`src/rtl/axi_lite_master_bridge.sv`:
```
// Runs one arbitrated IF/MEM request as a single AXI4-Lite master transaction
// and returns a per-stage completion pulse with read data and error status.
module axi_lite_master_bridge #(
  parameter int unsigned ADDR_W = 32,
  parameter int unsigned DATA_W = 32
) (
  input  logic                  clock,
  input  logic                  reset,
  input  logic                  rw_valid,
  input  logic                  rw_reqtype,
  input  logic                  rw_stage,
  input  logic [ADDR_W-1:0]     rw_addr,
  input  logic [DATA_W-1:0]     rw_wdata,
  input  logic [DATA_W/8-1:0]   rw_wstrb,
  output logic [DATA_W-1:0]     rw_rdata,
  output logic                  rw_err,
  output logic                  if_done,
  output logic                  mem_done,
  output logic                  busy,
  output logic                  awvalid,
  input  logic                  awready,
  output logic [ADDR_W-1:0]     awaddr,
  output logic                  wvalid,
  input  logic                  wready,
  output logic [DATA_W-1:0]     wdata,
  output logic [DATA_W/8-1:0]   wstrb,
  input  logic                  bvalid,
  output logic                  bready,
  input  logic [1:0]            bresp,
  output logic                  arvalid,
  input  logic                  arready,
  output logic [ADDR_W-1:0]     araddr,
  input  logic                  rvalid,
  output logic                  rready,
  input  logic [DATA_W-1:0]     rdata,
  input  logic [1:0]            rresp
);

  typedef enum logic [2:0] {IDLE, RD_AR, RD_R, WR_REQ, WR_B, DONE} state_e;

  state_e                state_q, state_d;
  logic [ADDR_W-1:0]     addr_q, addr_d;
  logic [DATA_W-1:0]     wdata_q, wdata_d;
  logic [DATA_W/8-1:0]   wstrb_q, wstrb_d;
  logic                  stage_q, stage_d;
  logic                  aw_done_q, aw_done_d;
  logic                  w_done_q, w_done_d;
  logic [DATA_W-1:0]     rdata_q, rdata_d;
  logic                  err_q, err_d;

  always_ff @(posedge clock or posedge reset) begin
    if (reset) begin
      state_q   <= IDLE;
      addr_q    <= '0;
      wdata_q   <= '0;
      wstrb_q   <= '0;
      stage_q   <= 1'b0;
      aw_done_q <= 1'b0;
      w_done_q  <= 1'b0;
      rdata_q   <= '0;
      err_q     <= 1'b0;
    end else begin
      state_q   <= state_d;
      addr_q    <= addr_d;
      wdata_q   <= wdata_d;
      wstrb_q   <= wstrb_d;
      stage_q   <= stage_d;
      aw_done_q <= aw_done_d;
      w_done_q  <= w_done_d;
      rdata_q   <= rdata_d;
      err_q     <= err_d;
    end
  end

  always_comb begin
    state_d   = state_q;
    addr_d    = addr_q;
    wdata_d   = wdata_q;
    wstrb_d   = wstrb_q;
    stage_d   = stage_q;
    aw_done_d = aw_done_q;
    w_done_d  = w_done_q;
    rdata_d   = rdata_q;
    err_d     = err_q;
    case (state_q)
      IDLE: begin
        aw_done_d = 1'b0;
        w_done_d  = 1'b0;
        if (rw_valid) begin
          addr_d  = rw_addr;
          wdata_d = rw_wdata;
          wstrb_d = rw_wstrb;
          stage_d = rw_stage;
          state_d = rw_reqtype ? WR_REQ : RD_AR;
        end
      end
      RD_AR: if (arready) state_d = RD_R;
      RD_R: begin
        if (rvalid) begin
          rdata_d = rdata;
          err_d   = (rresp != 2'b00);
          state_d = DONE;
        end
      end
      WR_REQ: begin
        // Flags accumulate so either channel may complete first or both together.
        aw_done_d = aw_done_q | awready;
        w_done_d  = w_done_q | wready;
        if (aw_done_d && w_done_d) state_d = WR_B;
      end
      WR_B: begin
        if (bvalid) begin
          err_d   = (bresp != 2'b00);
          state_d = DONE;
        end
      end
      DONE:    state_d = IDLE;
      default: state_d = IDLE;
    endcase
  end

  always_comb begin
    arvalid  = (state_q == RD_AR);
    rready   = (state_q == RD_R);
    awvalid  = (state_q == WR_REQ) && !aw_done_q;
    wvalid   = (state_q == WR_REQ) && !w_done_q;
    bready   = (state_q == WR_B);
    if_done  = (state_q == DONE) && !stage_q;
    mem_done = (state_q == DONE) && stage_q;
    busy     = (state_q != IDLE);
    araddr   = addr_q;
    awaddr   = addr_q;
    wdata    = wdata_q;
    wstrb    = wstrb_q;
    rw_rdata = rdata_q;
    rw_err   = err_q;
  end

endmodule
```
`config.mk`:
```
export PLATFORM = sky130hd
export DESIGN_NAME = axi_lite_master_bridge
export DESIGN_NICKNAME = d
export VERILOG_FILES = /design/src/rtl/axi_lite_master_bridge.sv
export SDC_FILE = /design/constraint.sdc
export NUM_CORES = 1
export LEC_CHECK = 0
export BUFFER_PORTS_ARGS = -buffer_cell sky130_fd_sc_hd__buf_4
export CAP_MARGIN = 20
export CORE_MARGIN = 2
export CORE_UTILIZATION = 40
export DETAILED_ROUTE_END_ITERATION = 16
export GPL_TIMING_DRIVEN = 0
export PLACE_DENSITY = 0.79
export REMOVE_ABC_BUFFERS = 1
export SLEW_MARGIN = 20
export SYNTH_ARGS = -nofsm -noshare
export SYNTH_HDL_FRONTEND = slang
export SYNTH_SLANG_ARGS = --single-unit
```
`constraint.sdc`:
```
create_clock -name clock -period 5.6 [get_ports clock]
set_input_delay 0.56 -clock clock [delete_from_list [all_inputs] [get_ports clock]]
set_output_delay 0.56 -clock clock [all_outputs]
set_load 0.02 [all_outputs]
```
=== Word level (Yosys, flattened, before mapping) ===
Cells that the tools add are included.

* Input bits: 114
* Flip-flop bits (word level): 107

* Muxes and demuxes: 12
* Bitwise gates (word level): 2
* Equality and inequality tests: 10
* Reductions and logical operators: 18

{| class="wikitable"
|+ Operators with widths
! cell !! count
|-
| two-way mux 3 bit || 5
|-
| one-hot mux 3 bit (5 select lines) || 1
|-
| != test 2 bit (second input constant) || 4
|-
| nonzero test 2 bit || 4
|-
| == test 3 x 2 -> 1 bit (second input constant) || 2
|-
| == test 3 bit (second input constant) || 2
|-
| one-hot mux 1 bit (2 select lines) || 3
|-
| logical AND 1 bit || 5
|-
| AND reduction 5 bit || 1
|-
| AND reduction 2 bit || 2
|-
| == test 3 x 1 -> 1 bit (second input constant) || 1
|-
| zero test 1 bit || 3
|-
| zero test 3 bit || 1
|-
| AND reduction 3 bit || 1
|-
| nonzero test 3 bit || 1
|-
| two-way mux 1 bit || 2
|-
| two-way mux 2 bit || 1
|-
| != test 2 x 1 -> 1 bit (second input constant) || 1
|-
| OR 1 bit || 2
|}

=== Longest topological paths before layout ===
Gate-level depths: netlist (run 1).

* Word-level depth: 4
* Gate-level depth with buffers: 6

=== Least setup slack after synthesis (run 1) ===
No wires, ideal clock.

* Kind: reg2out
* From: register state_q[0]
* To: output port if_done
* Stages on the path, launching flop included: 4
* Arrival: 1.505 ns
* Path slack: 3.535 ns
* Cell sequence: dfrtp_1 -> clkbuf_1 -> inv_1 -> nor4_1

* Cells in the longest elaborated chain, start to end: 2

{| class="wikitable"
|+ RTL lines
! what !! line !! text
|-
| from (decl) || 41 || <nowiki>state_e state_q, state_d;</nowiki>
|-
| from (signal assigned) || 63 || <nowiki>state_q <= state_d;</nowiki>
|-
| == test 3 bit || 128 || <nowiki>if_done = (state_q == DONE) && !stage_q;</nowiki>
|-
| logical AND 1 bit || 128 ||
|-
| to (decl) || 17 || <nowiki>output logic if_done,</nowiki>
|}

Every way passes these cells.

=== Worst setup path in the final report (run 1) ===
Ends and elaborated chain as after synthesis.

==> impl_metrics.env, run 1 <==
export IMPL_port_buffers=254
export IMPL_ys_async_sr_fraction_pct=100
export IMPL_cts_buffers=9
export IMPL_netlist_top_cells_count="dfrtp_1, mux2_2, buf_4"
export IMPL_core_area_um2=10800
export IMPL_cts_path_max_buffers=2
export IMPL_rows=38
export IMPL_antenna_found_initial=0
export IMPL_relSlewSlack_pct=68.4
export IMPL_drt_initial_drc_count=72
export IMPL_die_w_um=109
export IMPL_cp_cell_sequence="inv_1, nor4_1, buf_4"
export IMPL_finalWeightedCongestion=0.803
export IMPL_cp_slowest_cell="dfrtp_1"
export IMPL_first_pass_iters=4
export IMPL_cap_violations=0
export IMPL_max_stage_delay_ns=0.62
export IMPL_cp_arrival_ns=1.66
export IMPL_total_power_mw=4.11
export IMPL_hold_violations=0
export IMPL_max_freq_mhz=451
export IMPL_final_setup_viol_count=0
export IMPL_powerDensity_nw_per_um2=636
export IMPL_synth_cell_types=29
export IMPL_start_kind="flip-flop"
export IMPL_yosys_cell_count_top_type="dfrtp_1"
export IMPL_worstMarginPinSlew_ns=0.473
export IMPL_synth_edff_count=0
export IMPL_antennaDiodeCount=0
export IMPL_die_area_um2=12000
export IMPL_leakage_nw=3.13
export IMPL_drc=0
export IMPL_critPathCaptureType="output port"
export IMPL_outcome="finished clean"
export IMPL_area_growth_pct=45.4
export IMPL_synth_largest_area_cell="dfrtp_1"
export IMPL_path_clk_slew_ns=0.09
export IMPL_clockRootBuffer="clkbuf_8"
export IMPL_post_cts_setup_buffer_count=0
export IMPL_final_min_period_over_clock_period_pct=39.6
export IMPL_clk_latency_ns=0.35
export IMPL_cts_tree="done"
export IMPL_path_class="reg2out"
export IMPL_hold_ws_ns=0.195
export IMPL_cts_resized=0
export IMPL_grt_first_pass_wirelength_um=15100
export IMPL_drive_above_1_share_pct=70.7
export IMPL_ys_seq_elements=107
export IMPL_setup_tns_ns=0
export IMPL_wl_per_cell_um=15.4
export IMPL_finalMaxSlewViolations=0
export IMPL_clock_skew_ns=0.0112
export IMPL_io_pins=255
export IMPL_ys_seq_area_share_pct=60.3
export IMPL_grt_pass1_vias=3102
export IMPL_wl_um=10200
export IMPL_synth_avg_cell_area_um2=15.1
export IMPL_crit_required_ns=5.04
export IMPL_start_util_pct=41.0
export IMPL_grtUsageTotal_pct=16.5
export IMPL_multiInputGateArea_um2=1410
export IMPL_hold_class="in2async"
export IMPL_fillers=875
export IMPL_hold_buffers=0
export IMPL_detail_route_antenna_nets=0
export IMPL_avgViaCountPerCell=4.73
export IMPL_die_y_um=109
export IMPL_yosysTopAreaCellShare_pct=60.3
export IMPL_rsz0062_at_grt="no"
export IMPL_yosys_warnings=0
export IMPL_ys_flop_type="dfrtp_1"
export IMPL_ff_latch_area_um2=2680
export IMPL_syn_area_um2=4440
export IMPL_ir_drop_mv=0.340
export IMPL_globalRouteOverflowTotal=0
export IMPL_vias=3133
export IMPL_grt_max_degree=70
export IMPL_period_needed_ns=2.22
export IMPL_clkSinkCount=107
export IMPL_hpwl_um=7920
export IMPL_synthTopCellsByArea="dfrtp_1, mux2_2, buf_4, mux2_1, mux2i_1"
export IMPL_synthCells=294
export IMPL_crit_fanout=13
export IMPL_cts_max_level=3
export IMPL_nNetsFinal=632
-- final cells by class --
type	count	share of cell area (%)
clock buffer	12	2.56
clock inverter	3	0.329
inverter	5	0.368
multi-input combinational	137	21.8
sequential	107	41.5
tap	140	2.71
timing repair buffer	258	30.8
-- cells by family after synthesis --
group	after synthesis	share of synthesized area, %
muxes	106	26.8
DFF	107	60.3
AOI/OAI and AO/OA	13	1.86
buffers and inverters	50	8.23
and+or+nand+nor	18	2.87
-- report_power, final --
| part | internal (mW) | switching [mW] |
|---|---|---|
| combinational | 1.10 | 1.13 |
| sequential | 1.17 | 0.260 |
| clock | 0.197 | 0.248 |
| total | 2.47 | 1.64 |
-- layout by cell type (no fill, tap or decap), types with 2 or more instances in the layout --
master      n
nor2_1      3
mux2_1     10
nor3_1      3
clkbuf_8   12
inv_1       4
a21oi_1     3
mux2_2     92
dfrtp_1   107
o21ai_0     5
nand3b_1    2
buf_16      2
inv_6       2
buf_4     254
mux2i_1     4
nand2_1     2
-- per-layer routing --
metal / vias to the layer above / part of all wire, % / track usage [%]
met5: - / 0 / 0
met4: 0 / 1.7 / 5.61
met3: 16 / 10 / 6.05
met2: 161 / 51 / 29.2
met1: 1510 / 37 / 18.1
li1: 1446 / - / -
-- per-stage QoR --
step | instance area, µm² | setup slack [ns] | std cells | utilization [%]
after floorplan | 4100 | 2.22 | 249 | -
after global placement | 6180 | 1.10 | 643 | 57.0
after detailed placement | 6240 | 3.15 | 646 | 57.6
after CTS | 6430 | 3.14 | 661 | 59.3
after global routing | 6460 | 3.24 | 662 | 59.6
final | 6460 | 3.38 | 662 | 59.6
-- state kept, by name, summed over array words and instances (netlist names) --
| signal | flops |
|---|---|
| w_done_q | 1 |
| rw_rdata | 32 |
| wdata | 32 |
| araddr | 32 |
| wstrb | 4 |
| aw_done_q | 1 |
| state_q | 3 |
| rw_err | 1 |
| stage_q | 1 |
-- critical path: cells and delay by family, from the launching register on --
family                 cells  cell delay [ns]
AND/OR/NAND/NOR            1             0.32
buffers and inverters      2             0.37
flip-flops                 1             0.62
-- worst paths after layout --
path                              from            to  slack, ns  depth (start not counted)
max                         state_q[0]       if_done       3.38                          3
min                              reset     wdata[21]       0.20                          2
max reg2reg                 state_q[0]     wdata[24]       3.42                          4
min reg2reg                   wdata[0]      wdata[0]       0.50                          1
max in group asynchronous        reset  rw_rdata[23]       4.76                          3
min in group clock         rw_wdata[4]      wdata[4]       0.42                          2
Power figures use the tool's default switching activity.
==> run 2: changes to the inputs <==
--- a/config.mk
+++ b/config.mk
@@ -11,7 +11,7 @@
 export CORE_UTILIZATION = 40
 export DETAILED_ROUTE_END_ITERATION = 16
 export GPL_TIMING_DRIVEN = 0
-export PLACE_DENSITY = 0.79
+export PLACE_DENSITY = 0.82
 export REMOVE_ABC_BUFFERS = 1
 export SLEW_MARGIN = 20
 export SYNTH_ARGS = -nofsm -noshare
==> constraint.sdc (replaced) <==
create_clock -name clock -period 1.95 [get_ports clock]
set_input_delay 0.195 -clock clock [delete_from_list [all_inputs] [get_ports clock]]
set_output_delay 0.195 -clock clock [all_outputs]
set_load 0.02 [all_outputs]
==> run 2 against run 1 <==
Clock power increased to 3.3 times the previous value. Flip-flop and latch count is the same. Core utilization is 1.2 points higher. Register-to-register slack got worse by 3.3 ns.
==> impl_metrics.env, run 2 (synthesis results as in run 1) <==
export IMPL_outcome="finished clean"
export IMPL_rsz0062_at_grt="no"
export IMPL_cap_violations=0
export IMPL_start_kind="flip-flop"
export IMPL_final_min_period_over_clock_period_pct=95.9
export IMPL_first_pass_iters=4
export IMPL_die_y_um=109
export IMPL_die_area_um2=12000
export IMPL_wl_um=11200
export IMPL_total_power_mw=12.2
export IMPL_drc=0
export IMPL_final_cell_mix="buf_4, dfrtp_1, mux2_2"
export IMPL_rows=38
export IMPL_reg2reg_depth=5
export IMPL_path_class="reg2reg"
export IMPL_antennaDiodeCount=0
export IMPL_cts_buffers=9
export IMPL_max_stage_delay_ns=0.50
export IMPL_worstMarginPinSlew_ns=0.489
export IMPL_grt_max_degree=58
export IMPL_finalMaxSlewViolations=0
export IMPL_clock_skew_ns=0.0184
export IMPL_antenna_found_initial=0
export IMPL_mostFrequentLayoutCell="buf_4"
export IMPL_clkSinkCount=107
export IMPL_drive_above_1_share_pct=71.9
export IMPL_ir_drop_mv=0.979
export IMPL_area_growth_pct=48.3
export IMPL_reg2reg_slack_ns=0.08
export IMPL_cts_max_level=3
export IMPL_start_util_pct=41.0
export IMPL_instances_no_fill=673
export IMPL_cts_path_max_buffers=2
export IMPL_path_clk_slew_ns=0.11
export IMPL_cp_slowest_cell="dfrtp_2"
export IMPL_critPathCaptureType="flip-flop"
export IMPL_hold_violations=0
export IMPL_fin_ws_ns=0.0802
export IMPL_detail_route_antenna_nets=0
export IMPL_vias=3183
export IMPL_ff_latch_area_um2=2680
export IMPL_powerDensity_nw_per_um2=1860
export IMPL_dp_slack_ns=-0.475
export IMPL_die_w_um=109
export IMPL_finalWeightedCongestion=0.874
export IMPL_clk_latency_ns=0.36
export IMPL_grt_pass1_vias=3209
export IMPL_io_pins=255
export IMPL_grtUsageTotal_pct=17.6
export IMPL_hpwl_um=8030
export IMPL_fillers=850
export IMPL_cts_tree="done"
export IMPL_dp_cells=646
export IMPL_min_delay_path_depth=2
export IMPL_multiInputGateArea_um2=1440
export IMPL_wl_per_cell_um=16.7
export IMPL_setup_tns_ns=0
export IMPL_path_common_cell="buf_6"
export IMPL_period_needed_ns=1.87
export IMPL_max_freq_mhz=535
export IMPL_crit_fanout=17
export IMPL_core_area_um2=10800
export IMPL_clockRootBuffer="clkbuf_8"
export IMPL_hold_class="in2reg"
export IMPL_globalRouteOverflowTotal=0
export IMPL_nNetsFinal=642
export IMPL_drt_initial_drc_count=83
export IMPL_leakage_nw=3.18
export IMPL_cp_arrival_ns=2.11
export IMPL_crit_required_ns=2.19
export IMPL_relSlewSlack_pct=67.4
export IMPL_cp_cell_sequence="nand2b_2, nor3b_4, buf_6, buf_6, mux2_2"
export IMPL_grt_first_pass_wirelength_um=15900
export IMPL_port_buffers=254
export IMPL_avgViaCountPerCell=4.73
export IMPL_final_setup_viol_count=0
==> run 2: changes by cell type in the layout (fill, tap and decap cells not counted), moves of 2 or more <==
cell / delta
buf_12: +2
buf_4: +5
bufinv_16: +2
clkbuf_8: -3
dfrtp_1: -3
dfrtp_2: +3
nor2_4: +3
==> run 2: final cells by class <==
type | count | area share [%]
clock buffers | 9 | 1.88
inverters | 5 | 0.361
clock inverters | 7 | 1.50
repair buffers | 265 | 31.0
flip-flops and latches | 107 | 40.7
multi-input cells | 140 | 21.9
well taps | 140 | 2.66
==> run 2: path summary, 6_finish.rpt <==
path                           endpoint         from
setup / recovery           rw_rdata[19]   state_q[2]
hold / removal                 wdata[0]  rw_wdata[0]
setup reg to reg           rw_rdata[19]   state_q[2]
hold reg to reg                wdata[3]     wdata[3]
max in group asynchronous    state_q[0]        reset
min in group asynchronous      wdata[0]        reset
==> run 2: timing repair <==
item / CTS / global route
gates cloned: 2 / 1
hold buffers: 1 / 0
setup buffers: 6 / 1
endpoints found under the hold margin: 50 / 0
pin swaps: 4 / 2
endpoints found under the setup margin: 95 / 45
gates resized for setup: 3 / 2
==> run 2: where the power goes <==
| part | switching [mW] | internal (mW) | leakage [nW] |
|---|---|---|---|
| Clock | 0.745 | 0.733 | 0.110 |
| Combinational | 3.38 | 3.24 | 1.81 |
| Sequential | 0.779 | 3.36 | 1.27 |
| Total | 4.90 | 7.33 | 3.18 |
==> run 2: worst max-delay path, delay by kind of cell (launching register included) <==
family / cells / cell delay [ns]
mux: 1 / 0.35
buf+inv: 2 / 0.40
simple gates: 2 / 0.51
flops: 1 / 0.50
==> run 2: stage by stage <==
stage | hold WS [ns] | cell area, µm² | utilization (%)
2_1_floorplan | 0.330 | 4100 | -
3_3_place_gp | 0.416 | 6180 | 57.0
3_5_place_dp | 0.269 | 6240 | 57.5
4_1_cts | 0.0262 | 6550 | 60.5
5_1_grt | 0.0234 | 6590 | 60.8
6_report | 0.0432 | 6590 | 60.8
==> run 2: metal layers <==
metal	routed length (µm)	global-route usage (%)	vias to the layer above
met5	0	0	-
met4	212	6.33	0
li1	-	-	1459
met3	972	4.51	18
met2	5950	32.5	159
met1	4110	19.3	1547
==> run 3: changes to the inputs <==
--- a/config.mk
+++ b/config.mk
@@ -5,7 +5,7 @@
 export SDC_FILE = /design/constraint.sdc
 export NUM_CORES = 1
 export LEC_CHECK = 0
-export BUFFER_PORTS_ARGS = -buffer_cell sky130_fd_sc_hd__buf_4
+export BUFFER_PORTS_ARGS = -buffer_cell sky130_fd_sc_hd__buf_2
 export CAP_MARGIN = 20
 export CORE_MARGIN = 2
 export CORE_UTILIZATION = 40
==> run 3 against run 2 <==
Routed wire length down 7.2%. Clock skew down 0.0039 ns. Clock power shrank 6%. Register-to-register slack improved by 0.03 ns. Core utilization is 5.7 points lower. Maximum frequency is 1.7% higher. Global-route usage decreased by 0.58 points. Setup slack improved by 0.031 ns. Clock-buffer cell count increased by 2. Hold slack gained 0.0093 ns. Critical path depth shrank 1. Sequential share of layout area rose by 4.2 points.
==> impl_metrics.env, run 3 (synthesis results as in run 1) <==
export IMPL_outcome="finished clean"
export IMPL_final_min_period_over_clock_period_pct=94.3
export IMPL_start_util_pct=41.0
export IMPL_r2r_start="state_q[1]"
export IMPL_finalWeightedCongestion=0.829
export IMPL_clkSinkCount=107
export IMPL_grtUsageTotal_pct=17.0
export IMPL_antenna_found_initial=0
export IMPL_ir_drop_mv=1.08
export IMPL_min_delay_path_depth=2
export IMPL_start_kind="flip-flop"
export IMPL_p_sw_share_pct=42.5
export IMPL_io_pins=255
export IMPL_final_cell_mix="buf_2, dfrtp_1, mux2_2"
export IMPL_path_clk_slew_ns=0.10
export IMPL_min_from="rw_wdata[1]"
export IMPL_hold_class="in2reg"
export IMPL_worstMarginPinSlew_ns=0.492
export IMPL_finalMaxSlewViolations=0
export IMPL_grt_pass1_vias=3211
export IMPL_path_class="reg2reg"
export IMPL_port_buffers=254
export IMPL_globalRouteOverflowTotal=0
export IMPL_power_switching_mw=4.76
export IMPL_detail_route_antenna_nets=0
export IMPL_cts_path_max_buffers=2
export IMPL_hold_violations=0
export IMPL_clockRootBuffer="clkbuf_8"
export IMPL_cap_violations=0
export IMPL_rows=38
export IMPL_die_area_um2=12000
export IMPL_internal_power_mw=6.45
export IMPL_period_needed_ns=1.84
export IMPL_cts_max_level=3
export IMPL_drc=0
export IMPL_crit_required_ns=2.18
export IMPL_min_to="wdata[1]"
export IMPL_cts_buffers=9
export IMPL_wl_um=10400
export IMPL_drive_above_1_share_pct=71.7
export IMPL_vias=3188
export IMPL_critPathCaptureType="flip-flop"
export IMPL_first_pass_iters=4
export IMPL_cp_arrival_ns=2.07
export IMPL_area_growth_pct=34.5
export IMPL_dpl_cell_area_um2=5600
export IMPL_nNetsFinal=642
export IMPL_mostFrequentLayoutCell="buf_2"
export IMPL_power_frac_clock_pct=12.4
export IMPL_drt_initial_drc_count=79
export IMPL_core_area_um2=10800
export IMPL_cts_tree="done"
export IMPL_pwr_share_comb_pct=51.5
export IMPL_total_power_mw=11.2
export IMPL_avgViaCountPerCell=4.74
export IMPL_setup_tns_ns=0
export IMPL_clk_latency_ns=0.35
export IMPL_regToRegEndpoint="araddr[19]"
export IMPL_hpwl_um=7350
export IMPL_wl_per_cell_um=15.5
export IMPL_grt_max_degree=60
export IMPL_grt_first_pass_wirelength_um=15400
export IMPL_reg2reg_slack_ns=0.11
export IMPL_clock_skew_ns=0.0145
export IMPL_reg2reg_depth=4
export IMPL_final_core_util_pct=55.1
export IMPL_final_setup_viol_count=0
export IMPL_hold_ws_ns=0.0525
export IMPL_seq_power_share_pct=36.1
export IMPL_max_freq_mhz=544
export IMPL_crit_fanout=17
export IMPL_die_y_um=109
export IMPL_die_w_um=109
export IMPL_rsz0062_at_grt="no"
export IMPL_powerDensity_nw_per_um2=1880
export IMPL_relSlewSlack_pct=67.2
export IMPL_antennaDiodeCount=0
export IMPL_leakage_nw=2.99
export IMPL_finalInstanceArea_um2=5970
-- run 3: changes by cell type in the layout (fill, tap and decap cells not counted), sizes merged --
| cell | before | now |
|---|---|---|
| bufinv | 2 | 1 |
| clkbuf | 9 | 11 |
| clkinvlp | 1 | 0 |
-- run 3: repair_timing --
action | CTS | global route
hold buffers | 1 | 0
gates cloned | 3 | 0
buffers inserted | 8 | 0
gates resized for setup | 2 | 2
pin swaps | 4 | 0
endpoints found under the setup margin | 76 | 20
endpoints found under the hold margin | 48 | 0
-- run 3: layer usage --
metal / wire (µm) / part of all wire (%) / global-route usage [%] / vias to the layer above
li1: - / - / - / 1465
met1: 4030 / 39 / 19.3 / 1516
met2: 5200 / 50 / 29.2 / 179
met3: 869 / 8.3 / 4.92 / 28
met4: 338 / 3.2 / 8.50 / 0
met5: 0 / 0 / 0 / -
-- run 3: critical path, stage by stage (launching register included) --
cell,delay (ns)
dfrtp_1,0.50
or3_4,0.54
nor2_8,0.15
buf_12,0.17
mux2_2,0.35
-- run 3: final cells by class --
class                   instances  area [µm²]
multi-input cells             140        1440
clock inverters                 5        57.6
well taps                     140         175
flip-flops and latches        107        2680
clock buffers                  11         151
repair buffers                265        1440
fillers                       905        4870
inverters                       5        23.8
-- run 3: worst max-delay path by stage --
stage	end	slack, ns	start
after floorplan	araddr[0]	-1.06	reset
after global placement	wdata[12]	-1.98	reset
after detailed placement	araddr[27]	-0.49	state_q[0]
after CTS	rw_rdata[24]	0.02	state_q[2]
after global routing	wdata[3]	0.05	state_q[1]
final	araddr[19]	0.11	state_q[1]
-- run 3: per-stage QoR --
| step | setup WS, ns | std cells |
|---|---|---|
| floorplan | -1.06 | 249 |
| global route | 0.0537 | 673 |
| detailed placement | -0.486 | 646 |
| finish | 0.111 | 673 |
| global placement | -1.98 | 643 |
| CTS | 0.0181 | 674 |
-- run 3: power by group through the flow --
stage	combinational [mW]	sequential [mW]	clock [mW]
after global routing	6.16	4.20	1.55
after global placement	5.43	4.00	0
after CTS	5.85	4.05	1.46
final	5.76	4.05	1.39
after detailed placement	5.56	4.08	0
after floorplan	1.74	5.83	0
